===== src/rtl/uart_mem_master.sv =====
// UART command-frame bus master: parses 'W'/'R' frames from a byte receiver, runs one
// single-word transaction on the native memory bus and replies through the byte transmitter.
module uart_mem_master #(
    parameter int TIMEOUT = 1024
) (
    input  logic        clk,
    input  logic        reset,
    input  logic [7:0]  rx_data,
    input  logic        rx_ready,
    output logic        rx_ack,
    output logic [7:0]  tx_data,
    output logic        tx_start,
    input  logic        tx_ready,
    output logic        mem_valid,
    output logic [31:0] mem_addr,
    output logic [31:0] mem_wdata,
    output logic [3:0]  mem_wstrb,
    input  logic        mem_ready,
    input  logic [31:0] mem_rdata,
    output logic        busy
);
    localparam int            CW       = $clog2(TIMEOUT + 1);
    localparam logic [CW-1:0] TMO_LAST = CW'(TIMEOUT - 1);
    localparam logic [7:0]    CMD_W    = 8'h57;
    localparam logic [7:0]    CMD_R    = 8'h52;
    localparam logic [7:0]    RSP_K    = 8'h4B;
    localparam logic [7:0]    RSP_E    = 8'h45;

    typedef enum logic [2:0] {IDLE, ADDR, DATA, BUS, RESP} state_t;

    state_t        state;
    logic          is_write;
    logic          err;
    logic [1:0]    byte_cnt;
    logic [2:0]    tx_cnt;
    logic [CW-1:0] tmo_cnt;
    logic [31:0]   rdata_reg;
    logic          receiving;
    logic [2:0]    resp_len;
    logic [7:0]    resp_byte;

    assign receiving = (state == IDLE) || (state == ADDR) || (state == DATA);

    // Response is a single status byte for writes and errors, else the read word MSB first.
    always_comb begin
        resp_len  = (err || is_write) ? 3'd1 : 3'd4;
        resp_byte = rdata_reg[31:24];
        if (err) begin
            resp_byte = RSP_E;
        end else if (is_write) begin
            resp_byte = RSP_K;
        end else begin
            case (tx_cnt[1:0])
                2'd0:    resp_byte = rdata_reg[31:24];
                2'd1:    resp_byte = rdata_reg[23:16];
                2'd2:    resp_byte = rdata_reg[15:8];
                default: resp_byte = rdata_reg[7:0];
            endcase
        end
    end

    always_ff @(posedge clk or posedge reset) begin
        if (reset) begin
            state     <= IDLE;
            is_write  <= 1'b0;
            err       <= 1'b0;
            byte_cnt  <= '0;
            tx_cnt    <= '0;
            tmo_cnt   <= '0;
            rdata_reg <= '0;
            rx_ack    <= 1'b0;
            tx_data   <= '0;
            tx_start  <= 1'b0;
            mem_valid <= 1'b0;
            mem_addr  <= '0;
            mem_wdata <= '0;
            mem_wstrb <= '0;
            busy      <= 1'b0;
        end else begin
            // Ack is never issued on consecutive cycles, so the receiver has time to drop rx_ready.
            rx_ack   <= receiving && rx_ready && !rx_ack;
            tx_start <= 1'b0;
            case (state)
                IDLE: begin
                    if (rx_ack && (rx_data == CMD_W || rx_data == CMD_R)) begin
                        is_write <= (rx_data == CMD_W);
                        byte_cnt <= '0;
                        busy     <= 1'b1;
                        state    <= ADDR;
                    end
                end
                ADDR: begin
                    if (rx_ack) begin
                        byte_cnt <= byte_cnt + 2'd1;
                        if (byte_cnt == 2'd3) begin
                            mem_addr <= {mem_addr[23:0], rx_data[7:2], 2'b00};
                            if (is_write) begin
                                state <= DATA;
                            end else begin
                                mem_valid <= 1'b1;
                                mem_wstrb <= 4'h0;
                                tmo_cnt   <= '0;
                                state     <= BUS;
                            end
                        end else begin
                            mem_addr <= {mem_addr[23:0], rx_data};
                        end
                    end
                end
                DATA: begin
                    if (rx_ack) begin
                        mem_wdata <= {mem_wdata[23:0], rx_data};
                        byte_cnt  <= byte_cnt + 2'd1;
                        if (byte_cnt == 2'd3) begin
                            mem_valid <= 1'b1;
                            mem_wstrb <= 4'hF;
                            tmo_cnt   <= '0;
                            state     <= BUS;
                        end
                    end
                end
                BUS: begin
                    // A completion in the final timeout cycle still wins over the error.
                    if (mem_ready) begin
                        rdata_reg <= mem_rdata;
                        err       <= 1'b0;
                        mem_valid <= 1'b0;
                        mem_wstrb <= 4'h0;
                        tx_cnt    <= '0;
                        state     <= RESP;
                    end else if (tmo_cnt == TMO_LAST) begin
                        err       <= 1'b1;
                        mem_valid <= 1'b0;
                        mem_wstrb <= 4'h0;
                        tx_cnt    <= '0;
                        state     <= RESP;
                    end else begin
                        tmo_cnt <= tmo_cnt + 1'b1;
                    end
                end
                RESP: begin
                    if (!tx_start && tx_ready && tx_cnt != resp_len) begin
                        tx_start <= 1'b1;
                        tx_data  <= resp_byte;
                        tx_cnt   <= tx_cnt + 3'd1;
                    end else if (tx_start && tx_cnt == resp_len) begin
                        busy  <= 1'b0;
                        state <= IDLE;
                    end
                end
                default: state <= IDLE;
            endcase
        end
    end
endmodule


===== config.mk =====
export PLATFORM = sky130hd
export DESIGN_NAME = uart_mem_master
export DESIGN_NICKNAME = d
export VERILOG_FILES = /design/src/rtl/uart_mem_master.sv
export SDC_FILE = /design/constraint.sdc
export NUM_CORES = 1
export LEC_CHECK = 0
export CAP_MARGIN = 20
export CORE_MARGIN = 4
export CORE_UTILIZATION = 51
export CTS_CLUSTER_SIZE = 40
export DETAILED_ROUTE_END_ITERATION = 8
export HOLD_SLACK_MARGIN = 0.06
export PLACE_DENSITY = 0.84
export SLEW_MARGIN = 10
export SYNTH_ARGS = -nofsm -noshare
export SYNTH_HDL_FRONTEND = slang
export SYNTH_SLANG_ARGS = --single-unit

===== constraint.sdc =====
create_clock -name clk -period 5.5 [get_ports clk]
set_input_delay 0.825 -clock clk [delete_from_list [all_inputs] [get_ports clk]]
set_output_delay 0.825 -clock clk [all_outputs]
set_load 0.005 [all_outputs]

==> results of run 1 <==
## power by group
group	internal, mW	switching (mW)	total [mW]
sequential	1.01	0.0677	1.08
combinational	0.173	0.166	0.339
clock	0.794	0.423	1.22
## area by class of cell
class	instances	area (sq um)
sequential	130	3250
timing repair buffer	129	1280
multi-input combinational	271	2230
inverter	11	43.8
fill	777	3220
clock buffer	19	432
tap	140	175
clock inverter	12	208
## cells in the mapped netlist (2+ instances only)
library cell	n	area, sq um
nor2b_1	2	12.5
o21ai_0	17	85.1
buf_4	3	22.5
and2_1	3	18.8
a222oi_1	8	80.1
nor3_1	3	15.0
or2_2	2	12.5
o31ai_1	9	67.6
a21o_1	7	52.6
nand2b_1	5	31.3
nor2_1	17	63.8
clkbuf_1	10	37.5
o21bai_1	2	15.0
mux2i_1	4	40.0
nand3b_1	3	22.5
mux2_2	94	1060
nor3b_1	3	22.5
nand2_1	27	101
nand4b_1	2	17.5
or3_1	3	18.8
or4_1	2	15.0
dfrtp_1	130	3250
ha_1	7	87.6
nor4_1	2	12.5
nand3_1	7	35.0
buf_2	13	65.1
inv_1	11	41.3
a22o_1	2	17.5
a21oi_1	14	70.1
and3_1	3	18.8
nand4bb_1	2	22.5
## worst register-to-register path: cells and delay by family (launching register included)
kind	cells	cell delay, ns
AND/OR/NAND/NOR	2	0.72
flip-flops	1	0.41
AO/OA/AOI/OAI	3	0.70
adder cells (fa/ha/maj)	1	0.30
## cell usage in the layout (no fill, tap or decap), types with 3 or more instances in the layout
cell               n
clkbuf_16         16
or3_1              3
clkdlybuf4s50_1  124
mux2i_1            4
nand3_1            7
o21ai_0           17
nor3b_1            3
nand3b_1           3
a21o_1             7
inv_1             10
a222oi_1           8
and3_1             3
clkinvlp_4         3
o31ai_1            9
mux2_2            94
bufinv_16          5
nand2b_1           5
nor2_1            16
clkinv_4           4
and2_1             3
a21oi_1           14
ha_1               7
buf_4              5
dfrtp_1          130
nor3_1             3
nand2_1           27
## through the flow
step | area [sq um] | total power, mW | worst slack, ns | hold WS (ns)
6_report | 7620 | 2.63 | 3.08 | 0.476
5_1_grt | 7620 | 2.73 | 2.98 | 0.502
4_1_cts | 7620 | 2.65 | 3.06 | 0.482
3_5_place_dp | 6980 | 1.43 | 2.89 | 0.470
3_3_place_gp | 6980 | 1.41 | 2.94 | 0.465
2_1_floorplan | 5650 | 1.26 | 1.21 | 0.473
## kinds of logic after synthesis
family	Yosys count	share of synthesized area
flip-flops	130	0.575
AO/OA/AOI/OAI	75	0.0958
XOR/XNOR	1	0.00155
AND/OR/NAND/NOR	89	0.0832
buffers and inverters	39	0.0321
adder cells (fa/ha/maj)	7	0.0155
multiplexers	99	0.196
## routing by layer
layer,vias up,wire (microns)
met2,91,7010
met4,0,264
met3,20,498
li1,1836,-
met1,2001,5360
met5,-,0
## path summary, 6_finish.rpt
kind / startpoint / end / slack (ns)
max: rx_ack / rx_ack / 3.08
min: tx_data[6] / tx_data[6] / 0.48
max reg2reg: byte_cnt[0] / tmo_cnt[7] / 3.29
min reg2reg: tx_data[6] / tx_data[6] / 0.48
max in group asynchronous: reset / byte_cnt[1] / 4.00
min in group asynchronous: reset / mem_wdata[26] / 0.52
==> flow_metrics.py, run 1 <==
metrics = {
    "global_routing": {
        "use_met1": 0.271,
        "first_global_vias": 4263,
        "grt-ovfl-total": 0,
        "use_met2": 0.365,
        "grtUsageMet3": 0.0465,
        "grt_pass1_wl_microns": 21900,
        "antenna_found_initial": 0,
        "grt.busiest_layer": "met2",
        "grt_max_degree": 66,
        "track_usage": 0.216,
    },
    "sta": {
        "tightestPinTransition_ns": 0.803,
        "slew_headroom": 0.464,
        "fin_skew_ns": 0.0135,
        "hold_viol_final": 0,
        "rsz0062_at_grt": "no",
        "fin_crit_sh": 0.439,
        "setup_viol": 0,
        "drv_slew": 0,
        "fmaxAchievable_ghz": 0.414,
        "setup_tns_ns": 0,
        "fin_crit_ns": 2.42,
    },
    "final_layout": {
        "nets": 612,
        "fin_util": 0.703,
        "syn2layout_area_growth_pct": 34.7,
        "drive_gt1_frac": 0.241,
        "fin_cells": 712,
        "diodes": 0,
    },
    "clock_network": {
        "clk_pin_slew_worst_paths_ns": 0.06,
        "clkSinkCount": 130,
        "worstSkewPairLatency_ns": 0.53,
        "cts_buffers": 17,
        "cts-hold-fix-buffers": 0,
        "cts_tree": "yes",
        "clockRootBuffer": "clkbuf_8",
        "post_cts_resized": 0,
        "clockBufferDepth": 2,
        "post_cts_buffers": 0,
        "htree_num_levels": 4,
    },
    "detailed_routing": {
        "first_pass_iters": 4,
        "ant_nets": 0,
        "wl_microns": 13100,
        "vias": 3948,
        "wl_per_cell_microns": 18.4,
        "viasPerCell": 5.54,
        "drt-initial-drc-count": 256,
        "post-route-drc-count": 0,
    },
    "logic_synthesis": {
        "yosysSeqAreaShare": 0.575,
        "synth_edf_count": 0,
        "syn_nets": 492,
        "postSynthAreaPerCell_sq_um": 12.8,
        "synth_ff_type": "dfrtp_1",
        "yosysUniqueCellTypes": 54,
        "synthArstFlopShare": 1.00,
        "netlist_instances": 440,
        "ys_ff_latch": 130,
        "synth_area_sq_um": 5650,
        "yosysWarnings": 0,
    },
    "critical_path": {
        "max_stage_delay_ns": 0.57,
        "arrival_ns": 1.59,
        "critical_path.top_delay_family": "buffers and inverters",
        "crit_chain": "clkdlybuf4s50_1",
        "crit_cells": 1,
        "rr_worst_depth": 6,
        "path_max_fanout": 9,
        "critPathBufInv": 1,
        "endpoint_kind": "primary output",
        "crit_required_ns": 4.68,
        "crit_path_start_kind": "register",
        "crit_type": "register to primary output",
        "cp_slowest_cell": "clkdlybuf4s50_1",
    },
    "floorplan": {
        "die_w_microns": 113,
        "die_y_microns": 113,
        "core-area_sq_um": 10800,
        "std_cell_rows": 38,
        "start_util": 0.521,
        "pin_count": 125,
        "dieArea_sq_um": 12800,
    },
    "min_path": {
        "hold_depth": 2,
        "hold_path.class": "register to register",
    },
    "power_and_ir_drop": {
        "vdd_drop_max_mv": 0.240,
        "p_leak_nw": 3.50,
        "p_per_area_nw_per_um2": 346,
    },
    "place": {
        "numPortBuffers": 124,
        "routabilityCongestion": 0.764,
        "hpwl_microns": 9030,
        "dp_cells": 681,
    },
    "job": {
        "drv_cap": 0,
    },
    "status": {
        "outcome": "finished, final reports clean",
    },
}
No activity file was read; power rests on OpenSTA's default activity.
==> run 2, diff against run 1 <==
==> constraint.sdc (replaced) <==
create_clock -name clk -period 2.25 [get_ports clk]
set_input_delay 0.3375 -clock clk [delete_from_list [all_inputs] [get_ports clk]]
set_output_delay 0.3375 -clock clk [all_outputs]
set_load 0.005 [all_outputs]
==> flow_metrics.py, run 2 (same netlist as run 1, synthesis figures left out) <==
metrics = {
    "detailed_routing": {
        "drt-initial-drc-count": 291,
        "viasPerCell": 5.53,
        "vias": 3967,
        "ant_nets": 0,
        "wl_per_cell_microns": 18.1,
        "first_pass_iters": 5,
        "wl_microns": 13000,
        "post-route-drc-count": 0,
    },
    "sta": {
        "fin_skew_ns": 0.00677,
        "fmaxAchievable_ghz": 0.488,
        "setup_viol": 0,
        "rsz0062_at_grt": "no",
        "fin_crit_ns": 2.05,
        "fin_crit_sh": 0.911,
        "setup_tns_ns": 0,
        "drv_slew": 0,
        "slew_headroom": 0.547,
        "hold_viol_final": 0,
        "tightestPinTransition_ns": 0.679,
    },
    "global_routing": {
        "antenna_found_initial": 0,
        "track_usage": 0.210,
        "first_global_vias": 4097,
        "grt_pass1_wl_microns": 21100,
        "grt_max_degree": 131,
        "grt-ovfl-total": 0,
    },
    "critical_path": {
        "crit_required_ns": 2.69,
        "endpoint_kind": "register",
        "crit_chain": "ha_1 -> and2_1 -> a41oi_2 -> o21ai_2 -> or4_1 -> a21oi_1",
        "cp_slowest_cell": "or4_1",
        "critPathBufInv": 0,
        "path_max_fanout": 12,
        "crit_type": "register to register",
        "critical_path.top_delay_family": "simple AND/OR/NAND/NOR gates",
        "crit_path_start_kind": "register",
        "arrival_ns": 2.49,
        "max_stage_delay_ns": 0.55,
    },
    "power_and_ir_drop": {
        "vdd_drop_max_mv": 0.429,
        "p_leak_nw": 3.53,
        "p_per_area_nw_per_um2": 817,
    },
    "job": {
        "drv_cap": 0,
    },
    "floorplan": {
        "pin_count": 125,
        "start_util": 0.521,
        "dieArea_sq_um": 12800,
        "die_y_microns": 113,
        "core-area_sq_um": 10800,
        "die_w_microns": 113,
        "std_cell_rows": 38,
    },
    "final_layout": {
        "final_common_cell": "dfrtp_1",
        "multi_input_area_sq_um": 2230,
        "fin_util": 0.708,
        "nets": 617,
        "seq_area_sq_um": 3250,
        "mostFrequentLayoutCells": "dfrtp_1, clkdlybuf4s50_1, mux2_2",
        "diodes": 0,
        "fillers": 756,
        "syn2layout_area_growth_pct": 35.8,
        "drive_gt1_frac": 0.251,
    },
    "clock_network": {
        "post_cts_buffers": 0,
        "post_cts_resized": 0,
        "clockRootBuffer": "clkbuf_8",
        "worstSkewPairLatency_ns": 0.51,
        "cts_buffers": 17,
        "cts-hold-fix-buffers": 0,
        "cts_tree": "yes",
        "htree_num_levels": 4,
        "clkSinkCount": 130,
        "clk_pin_slew_worst_paths_ns": 0.06,
        "clockBufferDepth": 2,
    },
    "min_path": {
        "hold_path.class": "primary input to asynchronous set/reset pin",
    },
    "status": {
        "outcome": "finished, final reports clean",
    },
    "place": {
        "hpwl_microns": 8750,
        "routabilityCongestion": 0.777,
        "numPortBuffers": 124,
    },
}
==> run 2: cell types whose count changed in the layout (fill, tap and decap cells not counted), moves of 2 or more <==
| cell | previous run | this run |
|---|---|---|
| bufinv_16 | 5 | 3 |
| clkinvlp_4 | 3 | 1 |
| inv_6 | 0 | 4 |
| buf_12 | 0 | 4 |
| inv_8 | 0 | 2 |
==> run 2: worst paths after layout <==
kind	startpoint	end	slack, ns	cells after the start
min in group clk	rx_ready	rx_ack	0.43	2
max in group asynchronous	reset	mem_wdata[30]	1.39	3
worst min register to register	tx_data[5]	tx_data[5]	0.48	2
worst min-delay path	reset	mem_wdata[10]	0.33	3
worst max register to register	tmo_cnt[0]	tmo_cnt[7]	0.20	6
worst max-delay path	tmo_cnt[0]	tmo_cnt[7]	0.20	6
==> run 2: metrics by stage <==
step | power [mW] | instance area [sq um] | hold WS (ns) | std cells | worst slack, ns
detailed placement | 3.51 | 7070 | 0.474 | 686 | 0.194
floorplan | 3.07 | 5660 | 0.450 | 440 | 0.303
finish | 6.28 | 7680 | 0.328 | 718 | 0.201
global route | 6.54 | 7680 | 0.415 | 718 | 0.0513
CTS | 6.33 | 7680 | 0.394 | 718 | 0.218
global placement | 3.48 | 7070 | 0.467 | 686 | 0.265
==> run 2: metal layers <==
layer	global-route usage	share of wire
met5	0	0
met4	0.0986	0.031
met3	0.0524	0.043
met2	0.353	0.52
met1	0.254	0.40
==> run 2: worst reg2reg max path, delay by kind of cell (launching register included) <==
| kind | cells | cell delay, ns |
|---|---|---|
| adders and majority gates | 1 | 0.22 |
| and+or+nand+nor | 2 | 0.73 |
| AOI/OAI and AO/OA | 3 | 0.62 |
| DFF | 1 | 0.41 |
==> run 2: where the power goes <==
part           leakage (nW)  switching, mW  internal (mW)
combinational          1.47          0.417          0.442
sequential             1.76          0.138           2.47
clock                 0.301           1.09           1.72
total                  3.53           1.64           4.63
==> run 2: cell type report <==
type / instances / area share
clock buffers: 17 / 0.0539
clock inverters: 15 / 0.0256
inverters: 11 / 0.00587
multi-input cells: 271 / 0.290
flip-flops and latches: 130 / 0.424
well taps: 140 / 0.0228
repair buffers: 134 / 0.178
==> run 3, diff against run 2 <==
--- a/config.mk
+++ b/config.mk
@@ -5,13 +5,14 @@
 export SDC_FILE = /design/constraint.sdc
 export NUM_CORES = 1
 export LEC_CHECK = 0
+export ABC_AREA = 1
 export CAP_MARGIN = 20
 export CORE_MARGIN = 4
 export CORE_UTILIZATION = 51
 export CTS_CLUSTER_SIZE = 40
 export DETAILED_ROUTE_END_ITERATION = 8
 export HOLD_SLACK_MARGIN = 0.06
-export PLACE_DENSITY = 0.84
+export PLACE_DENSITY = 0.83
 export SLEW_MARGIN = 10
 export SYNTH_ARGS = -nofsm -noshare
 export SYNTH_HDL_FRONTEND = slang
==> flow_metrics.py, run 3 <==
metrics = {
    "status": {
        "outcome": "finished, final reports clean",
    },
    "place": {
        "place_ws_ns": 0.304,
        "hpwl_microns": 9660,
        "routabilityCongestion": 0.905,
        "dp_cells": 907,
        "numPortBuffers": 124,
    },
    "clock_network": {
        "clockBufferDepth": 2,
        "post_cts_buffers": 0,
        "cts_tree": "yes",
        "htree_num_levels": 4,
        "post_cts_resized": 0,
        "cts_buffers": 17,
        "clkSinkCount": 130,
        "clk_pin_slew_worst_paths_ns": 0.06,
        "clockRootBuffer": "clkbuf_16",
        "worstSkewPairLatency_ns": 0.41,
        "cts-hold-fix-buffers": 0,
    },
    "sta": {
        "setup_ws_ns": 0.330,
        "fin_crit_sh": 0.853,
        "hold_viol_final": 0,
        "slew_headroom": 0.541,
        "setup_viol": 0,
        "drv_slew": 0,
        "whs_ns": 0.460,
        "tightestPinTransition_ns": 0.688,
        "fin_crit_ns": 1.92,
        "fin_skew_ns": 0.00756,
        "setup_tns_ns": 0,
        "fmaxAchievable_ghz": 0.521,
        "rsz0062_at_grt": "no",
    },
    "min_path": {
        "hold_depth": 3,
        "hold_path.class": "primary input to register",
        "holdPathEnd": "rdata_reg[4]",
        "hp-start": "mem_rdata[4]",
    },
    "critical_path": {
        "crit_path_start_kind": "register",
        "crit_required_ns": 2.54,
        "crit_start": "tmo_cnt[0]",
        "path_max_fanout": 14,
        "arrival_ns": 2.21,
        "rr_endpoint": "tmo_cnt[7]",
        "crit_type": "register to register",
        "rr_worst_depth": 10,
        "worstReg2RegStart": "tmo_cnt[0]",
        "endpoint_kind": "register",
        "rrSetupSlack_ns": 0.33,
    },
    "detailed_routing": {
        "ant_nets": 0,
        "vias": 4830,
        "wl_microns": 13700,
        "drt-initial-drc-count": 376,
        "viasPerCell": 5.14,
        "wl_per_cell_microns": 14.5,
        "post-route-drc-count": 0,
        "first_pass_iters": 5,
    },
    "logic_synthesis": {
        "syn_nets": 719,
        "synth_compound_area_frac": 0.0858,
        "yosysTopAreaCellShare": 0.568,
        "synth_ff_type": "dfrtp_1",
        "synth_area_sq_um": 5730,
        "ys_ff_latch": 130,
        "yosys.area.top_type": "dfrtp_1",
        "synthAdderAreaFrac": 0.0153,
        "netlist_instances": 667,
        "yosysWarnings": 0,
        "synth_common_cells": "nand2_1, dfrtp_1, inv_1, o21ai_0, nor2_1",
        "synth.top_cells.by_area": "dfrtp_1, nand2_1, o21ai_0",
        "yosysUniqueCellTypes": 29,
        "synthSimpleGateAreaFrac": 0.239,
        "yosysSeqAreaShare": 0.568,
        "synth_edf_count": 0,
        "synthMuxAreaShare": 0.0138,
        "synth_top_family_by_area": "simple AND/OR/NAND/NOR gates",
        "synthXorXnorAreaFrac": 0.00917,
        "yosysMostFrequentCell": "nand2_1",
        "synthArstFlopShare": 1.00,
        "postSynthAreaPerCell_sq_um": 8.59,
    },
    "global_routing": {
        "grt_max_degree": 131,
        "first_global_vias": 4766,
        "antenna_found_initial": 0,
        "grt_pass1_wl_microns": 22500,
        "track_usage": 0.215,
        "grt-ovfl-total": 0,
    },
    "final_layout": {
        "drive_gt1_frac": 0.0864,
        "mostFrequentLayoutCells": "nand2_1, dfrtp_1, clkdlybuf4s50_1",
        "nets": 838,
        "final_common_cell": "nand2_1",
        "syn2layout_area_growth_pct": 32.5,
        "diodes": 0,
        "fin_cells": 939,
    },
    "power_and_ir_drop": {
        "p_per_area_nw_per_um2": 1360,
        "p_leak_nw": 3.67,
        "vdd_drop_max_mv": 0.782,
    },
    "floorplan": {
        "die_y_microns": 114,
        "die_w_microns": 114,
        "core-area_sq_um": 10900,
        "start_util": 0.524,
        "std_cell_rows": 38,
        "dieArea_sq_um": 13000,
        "pin_count": 125,
    },
    "job": {
        "drv_cap": 0,
    },
}
run 3: changes by cell type in the layout (fill, tap and decap cells not counted), moves of 9 or more:
cell,previous run,this run
nand2_1,27,246
nor2_1,16,30
inv_1,10,56
o31ai_1,9,0
o21ai_1,0,13
nand3_1,7,27
mux2_2,94,7
o21ai_0,17,56
run 3: logic make-up (layout without fill, tap and decap cells):
group	after synthesis	in the layout
DFF	130	130
AOI/OAI and AO/OA	95	95
xor gates and xnor gates	6	6
buffers and inverters	93	225
adders and majority gates	7	7
muxes	7	7
and+or+nand+nor	329	329
run 3: final cells by class:
cell class	instances	area, sq um
multi-input combinational	444	2080
clock buffer	20	457
tap	140	175
fill	810	3340
sequential	130	3250
timing repair buffer	128	1300
clock inverter	12	85.1
inverter	65	248
run 3: stage by stage:
step	total power, mW	utilization	cell area [sq um]
floorplan	5.97	-	5730
global placement	7.66	0.645	7050
detailed placement	7.88	0.645	7050
CTS	10.4	0.694	7590
global route	11.0	0.694	7590
finish	10.3	0.694	7590
run 3: layer usage:
layer	track usage	share of wire	vias to the layer above
met2	0.355	0.49	199
met5	0	0	-
met1	0.280	0.42	2284
li1	-	-	2331
met3	0.0599	0.077	16
met4	0.0633	0.012	0
run 3: worst max-delay path, cell delays in order (launching register included):
cell and delay, ns:
dfrtp_1 0.52, ha_1 0.25, nand2_1 0.11, nor2_1 0.21, nand3_2 0.12, nand2_1 0.12, nand2_4 0.08, nand2_4 0.17
inv_2 0.10, nand2_1 0.07, o21ai_1 0.06
run 3: where the power goes:
part / switching (mW) / internal (mW) / total [mW]
Sequential: 0.715 / 3.29 / 4.01
Combinational: 1.95 / 1.89 / 3.85
Clock: 0.992 / 1.46 / 2.45
run 3: how the worst max path moves through the flow:
stage / depth (start not counted) / end / slack (ns)
5_1_grt: 10 / tmo_cnt[3] / 0.21
3_5_place_dp: 8 / byte_cnt[1] / 0.30
2_1_floorplan: 1 / busy / 0.30
6_report: 10 / tmo_cnt[7] / 0.33
3_3_place_gp: 8 / state[1] / 0.41
4_1_cts: 10 / tmo_cnt[7] / 0.34
